## src/rtl/adc083000_spi_rx.sv

```systemverilog
// Target end of the ADC083000 3-wire configuration write path: deserializes
// {header, addr, data} frames framed by chip_sel and mirrors them in a 16x16 register file.
module adc083000_spi_rx #(
   parameter logic [11:0] HEADER      = 12'h001,
   parameter int          LEAD_CYCLES = 1,
   parameter logic [15:0] RESET_VALUE = 16'h0000
) (
   input  logic        sclk,
   input  logic        reset,
   input  logic        sdata,
   input  logic        chip_sel,
   input  logic [3:0]  rd_addr,
   output logic [15:0] rd_data,
   output logic        wr_valid,
   output logic [3:0]  wr_addr,
   output logic [15:0] wr_data,
   output logic        hdr_err,
   output logic        short_err,
   output logic        ovr_err,
   output logic        busy
);

   typedef enum logic [2:0] {
      IDLE  = 3'd0,
      LEAD  = 3'd1,
      SHIFT = 3'd2,
      DONE  = 3'd3,
      OVR   = 3'd4
   } state_t;

   // The IDLE edge that first sees chip_sel counts as the first ignored lead edge,
   // so bit 31 lands on edge LEAD_CYCLES+1 for every legal LEAD_CYCLES.
   localparam logic [1:0] LEAD_LAST = (LEAD_CYCLES > 0) ? 2'(LEAD_CYCLES - 1) : 2'd0;

   state_t      state;
   logic [31:0] sr;
   logic [5:0]  bit_cnt;
   logic [1:0]  lead_cnt;
   logic [15:0] regs [16];
   logic        commit_ok;

   assign commit_ok = (state == DONE) && !chip_sel && (sr[31:20] == HEADER);

   always_ff @(posedge sclk or posedge reset) begin
      if (reset) begin
         state     <= IDLE;
         sr        <= '0;
         bit_cnt   <= '0;
         lead_cnt  <= '0;
         wr_valid  <= 1'b0;
         wr_addr   <= '0;
         wr_data   <= '0;
         hdr_err   <= 1'b0;
         short_err <= 1'b0;
         ovr_err   <= 1'b0;
         busy      <= 1'b0;
      end else begin
         wr_valid  <= 1'b0;
         hdr_err   <= 1'b0;
         short_err <= 1'b0;
         ovr_err   <= 1'b0;
         case (state)
            IDLE: begin
               bit_cnt  <= '0;
               lead_cnt <= '0;
               if (chip_sel) begin
                  busy <= 1'b1;
                  if (LEAD_CYCLES == 0) begin
                     sr      <= {sr[30:0], sdata};
                     bit_cnt <= 6'd1;
                     state   <= SHIFT;
                  end else begin
                     state <= LEAD;
                  end
               end
            end
            LEAD: begin
               if (!chip_sel) begin
                  short_err <= 1'b1;
                  busy      <= 1'b0;
                  state     <= IDLE;
               end else begin
                  lead_cnt <= lead_cnt + 2'd1;
                  if (lead_cnt == LEAD_LAST) begin
                     sr      <= {sr[30:0], sdata};
                     bit_cnt <= 6'd1;
                     state   <= SHIFT;
                  end
               end
            end
            SHIFT: begin
               if (!chip_sel) begin
                  short_err <= 1'b1;
                  busy      <= 1'b0;
                  state     <= IDLE;
               end else begin
                  sr <= {sr[30:0], sdata};
                  if (bit_cnt != 6'd32) bit_cnt <= bit_cnt + 6'd1;
                  if (bit_cnt == 6'd31) state <= DONE;
               end
            end
            DONE: begin
               if (!chip_sel) begin
                  busy  <= 1'b0;
                  state <= IDLE;
                  if (sr[31:20] == HEADER) begin
                     wr_valid <= 1'b1;
                     wr_addr  <= sr[19:16];
                     wr_data  <= sr[15:0];
                  end else begin
                     hdr_err <= 1'b1;
                  end
               end else begin
                  state <= OVR;
               end
            end
            OVR: begin
               if (!chip_sel) begin
                  ovr_err <= 1'b1;
                  busy    <= 1'b0;
                  state   <= IDLE;
               end
            end
            default: begin
               busy  <= 1'b0;
               state <= IDLE;
            end
         endcase
      end
   end

   // Write lands on the commit edge; rd_data shows the old value until then (no bypass).
   always_ff @(posedge sclk or posedge reset) begin
      if (reset) begin
         for (int i = 0; i < 16; i++) regs[i] <= RESET_VALUE;
      end else if (commit_ok) begin
         regs[sr[19:16]] <= sr[15:0];
      end
   end

   assign rd_data = regs[rd_addr];

endmodule

```

## config.mk

```make
export PLATFORM = sky130hd
export DESIGN_NAME = adc083000_spi_rx
export DESIGN_NICKNAME = d
export VERILOG_FILES = /design/src/rtl/adc083000_spi_rx.sv
export SDC_FILE = /design/constraint.sdc
export NUM_CORES = 1
export LEC_CHECK = 0
export ABC_AREA = 1
export BUFFER_PORTS_ARGS = -buffer_cell sky130_fd_sc_hd__buf_2
export CORE_MARGIN = 2
export CORE_UTILIZATION = 60
export CTS_BUF_LIST = sky130_fd_sc_hd__clkbuf_4 sky130_fd_sc_hd__clkbuf_8
export DETAILED_ROUTE_END_ITERATION = 10
export GPL_TIMING_DRIVEN = 0
export HOLD_SLACK_MARGIN = 0.03
export PLACE_DENSITY_LB_ADDON = 0.05
export SKIP_CTS_REPAIR_TIMING = 1
export SYNTH_ARGS = -nofsm -noshare
export SYNTH_HDL_FRONTEND = slang
export SYNTH_SLANG_ARGS = --single-unit
```

## constraint.sdc

```tcl
create_clock -name sclk -period 14.15 [get_ports sclk]
set_input_delay 1.415 -clock sclk [delete_from_list [all_inputs] [get_ports sclk]]
set_output_delay 1.415 -clock sclk [all_outputs]
set_load 0.005 [all_outputs]
```

# ---- Yosys cells after proc, flatten, opt, wreduce, memory -nomap -nowiden
# Cells that the tools add are included.
dict set report totals {
  register_bits 324
}
dict set report classes {
  addsub 2
  order_cmp 3
  n_eq_ne 16
  n_mux 37
  n_bitwise 3
  n_reduce_logical 17
}
# op count
set op_table {}
lappend op_table {{256-bit bitwise mux} 1}
lappend op_table {{32-bit 2-to-1 mux} 3}
lappend op_table {{16-bit binary-select mux with 4-bit select} 1}
lappend op_table {{16-bit demux with 4-bit select} 1}
lappend op_table {{32-bit one-hot mux with 2 select lines} 1}
lappend op_table {{16-bit 2-to-1 mux} 3}
lappend op_table {{6-bit 2-to-1 mux} 4}
lappend op_table {{3-bit 2-to-1 mux} 7}
lappend op_table {{6-bit one-hot mux with 3 select lines} 1}
lappend op_table {{3-bit one-hot mux with 5 select lines} 1}
lappend op_table {{2-bit inequality test (second input constant)} 7}
lappend op_table {{12-bit by 1-bit equality test with 1-bit output (second input constant)} 1}
lappend op_table {{1-bit 2-to-1 mux} 11}
lappend op_table {{5-bit greater-or-equal comparator (second input constant)} 2}
lappend op_table {{4-bit NOT with 5-bit output} 2}
lappend op_table {{4-bit AND reduction} 2}
lappend op_table {{6-bit by 1-bit adder with 6-bit output (second input constant)} 1}
lappend op_table {{3-bit by 2-bit equality test with 1-bit output (second input constant)} 2}
lappend op_table {{6-bit by 5-bit equality test with 1-bit output (second input constant)} 1}
lappend op_table {{3-bit inequality test (second input constant)} 2}
lappend op_table {{6-bit inequality test (second input constant)} 1}
lappend op_table {{5-bit by 1-bit < comparator with 1-bit output (second input constant)} 1}
lappend op_table {{5-bit AND reduction} 1}
lappend op_table {{2-bit one-hot mux with 2 select lines} 1}
lappend op_table {{other kinds (16)} 20}

# ---- Depth between registers and ports, before layout
dict set report logic_depth {
  ltp_word 6
  mapped_depth 9
}

# ---- Worst setup path after synthesis
# OpenSTA, ideal clock, no wires.
dict set report synth_path {
  kind {input -> output}
  startpoint {input port rd_addr[0]}
  endpoint {output port rd_data[10]}
  arrival_ps 2324
  required_time_ps 12735
  slack_ps 10411
  stages 8
  path_buffers 2
  path_cell_list {clkbuf_1 clkbuf_1 nor2_1 nor2_1 o21ai_0 nand3_1 nand3_1 nand2_1}
}
dict set report synth_via {
  elab_chain_cells 4
}
# item line_no
set synth_lines {}
lappend synth_lines {{from (decl)} 12} ;# input logic [3:0] rd_addr,
lappend synth_lines {{4-bit NOT with 5-bit output (not written as such)} 141} ;# assign rd_data = regs[rd_addr];
lappend synth_lines {{16-bit binary-select mux with 4-bit select} 141}
lappend synth_lines {{16-bit 2-to-1 mux (not written as such) (2 in series)} 141}
lappend synth_lines {{to (decl)} 13} ;# output logic [15:0] rd_data,
# Every way passes these cells. The select of a mux whose other input is x is not followed.

# ---- Final worst setup path
dict set report layout_path {
  startpoint {input port rd_addr[0]}
  endpoint {output port rd_data[6]}
}
# The elaborated chain is that of the path after synthesis.

==> results.json <==
{
  "ys_seq_area_share_pct": 48.4,
  "cap_violations": 0,
  "hold_violations": 0,
  "synth_nets": 2185,
  "ant_nets": 0,
  "ctsRootBufferMaster": "clkbuf_8",
  "worstMarginPinSlew_ns": 1.11,
  "fp-row-count": 61,
  "synthCells": 2174,
  "clk_path_buf_depth": 3,
  "first_global_vias": 15600,
  "coreArea_mm2": 0.0276,
  "vdd_drop_max_mv": 0.170,
  "finalSetupTns_ns": 0,
  "period_needed_ns": 5.04,
  "ys_ff_latch": 324,
  "async_flop_share_pct": 100,
  "dpl-instance-area_mm2": 0.0175,
  "synth_cell_types": 26,
  "area_growth_pct": 11.7,
  "syn_area_per_cell_um2": 7.71,
  "io_pins": 49,
  "routed_wl_mm": 59.4,
  "drc": 0,
  "start_util_pct": 60.6,
  "worstPathRequired_ns": 12.73,
  "synthTopCellsByArea": "dfrtp_1, nand2_1, nand4_1, nand3_1, inv_1",
  "worstReg2RegStart": "sr[16]",
  "fp.dieH_um": 171,
  "place_congestion": 1.02,
  "route.vias.total": 16600,
  "die_w_um": 171,
  "cts_tree": "yes",
  "fin_crit_sh_pct": 35.6,
  "synth.cell_area_mm2": 0.0168,
  "grt_use_total_pct": 41.2,
  "cellPowerDensity_mw_per_mm2": 159,
  "die-area_mm2": 0.0293,
  "ys_warn_count": 0,
  "grt_max_degree": 130,
  "crit_path_max_fanout": 10,
  "worstSetupPathType": "in -> out",
  "end_kind": "primary output",
  "fmax_ghz": 0.198,
  "grt_pass1_wl_mm": 90.1,
  "fin_nets": 2288,
  "grt_overflow": 0,
  "clk-insertion-delay-late_ns": 0.61,
  "p_leak_nw": 10.0,
  "startpoint": "rd_addr[0]",
  "drv_slew": 0,
  "htree_levels": 2,
  "yosysTopAreaCell": "dfrtp_1",
  "hpwl_mm": 40.1,
  "ys.flop_type": "dfrtp_1",
  "antennaDiodeCount": 0,
  "rsz0062_at_grt": "no",
  "antenna_found_initial": 0,
  "hold_start": "wr_data[14]",
  "utilization_pct": 67.7,
  "final_cell_mix": "nand2_1, dfrtp_1, nand4_1, nand3_1, inv_1",
  "hold_path.class": "reg -> reg",
  "drt_iter0_drc": 1814,
  "numCtsBuffers": 54,
  "drt_pass1_iterations": 7,
  "startpoint_type": "primary input",
  "cts.sinks": 324,
  "design_area_mm2": 0.0187,
  "worst_ep_arrival_time_ns": 3.62,
  "status": "complete, no violations",
  "total_power_mw": 2.98,
  "final_common_cell": "nand2_1",
  "drive_gt1_share_pct": 11.9,
  "wl_per_cell_um": 22.0,
  "finalSetupViolCount": 0,
  "skew_ns": 0.0252,
  "maxSlewHeadroom_pct": 25.9,
  "clk_pin_slew_ns": 0.05,
  "io_buffers": 45,
  "synth-edff-count": 0,
  "yosysTopAreaCellShare_pct": 48.4,
  "via_per_inst": 6.14
}
[metrics by stage]
stage | cells | hold slack (ns) | setup slack, ns
after detailed placement | 2599 | 0.455 | 9.29
final | 2698 | 0.464 | 9.11
after floorplan | 2174 | 0.442 | 3.77
after CTS | 2698 | 0.468 | 9.28
after global routing | 2698 | 0.490 | 9.12
after global placement | 2597 | 0.451 | 0.169
[critical path, cell delays in order]
cell      delay (ns)
buf_2           0.15
clkbuf_1        0.46
buf_1           0.68
o211ai_1        0.29
nand3_1         0.17
nand3_1         0.22
nand2_1         0.12
buf_2           0.11
[path summary, 6_finish.rpt]
kind / to / slack (ns) / cells past startpoint
max: rd_data[6] / 9.11 / 8
min: wr_data[14] / 0.46 / 2
max reg2reg: regs[182] / 11.80 / 7
min reg2reg: wr_data[14] / 0.46 / 2
max in group asynchronous: regs[236] / 11.67 / 4
min in group asynchronous: short_err / 0.87 / 2
[power breakdown]
part	total (mW)	leakage (nW)	switching, mW	internal, mW
Combinational	1.01	4.91	0.807	0.203
Sequential	1.06	4.49	0.0497	1.01
Clock	0.915	0.640	0.396	0.518
[cells by family after synthesis]
group           count (synthesis)  share of synthesized area [%]
simple gates                 1437                           38.9
flops                         324                           48.4
compound gates                104                           3.66
fa+ha+maj                       3                          0.224
xor+xnor                        1                         0.0523
buf+inv                       305                           8.75
[cell type report]
cell class                 instances  area (um2)
timing repair buffer              47         280
tap                              378         473
fill                            2447        8920
sequential                       324        8110
clock inverter                     7        68.8
buffer                           187        1020
clock buffer                      92        1130
multi-input combinational       1545        7180
inverter                         118         450
[layer usage]
metal	up-vias	GRT usage, %	wire length [um]
met2	1065	60.8	25900
met5	-	0.522	0
met3	244	10.1	6810
met4	0	24.4	3800
li1	7408	-	-
met1	7836	55.2	22900
[registers in the layout (all words and copies together), names as in the netlist, 2 cells and up]
register / flops
lead_cnt: 2
wr_addr: 4
sr: 32
bit_cnt: 6
state: 3
wr_data: 16
regs: 256
[synthesized netlist by cell type (3+ instances only)]
library cell	count
o21ai_1	9
dfrtp_1	324
a21oi_1	4
nor2_4	3
nor2_2	4
inv_1	111
nor3_1	3
buf_6	25
buf_4	17
nor2_1	83
buf_2	55
inv_2	7
nand4_1	263
o211ai_1	37
clkbuf_1	79
ha_1	3
o21ai_0	54
nand4_4	12
nand2_1	916
buf_1	11
nand3_1	147
Power figures use the tool's default switching activity.
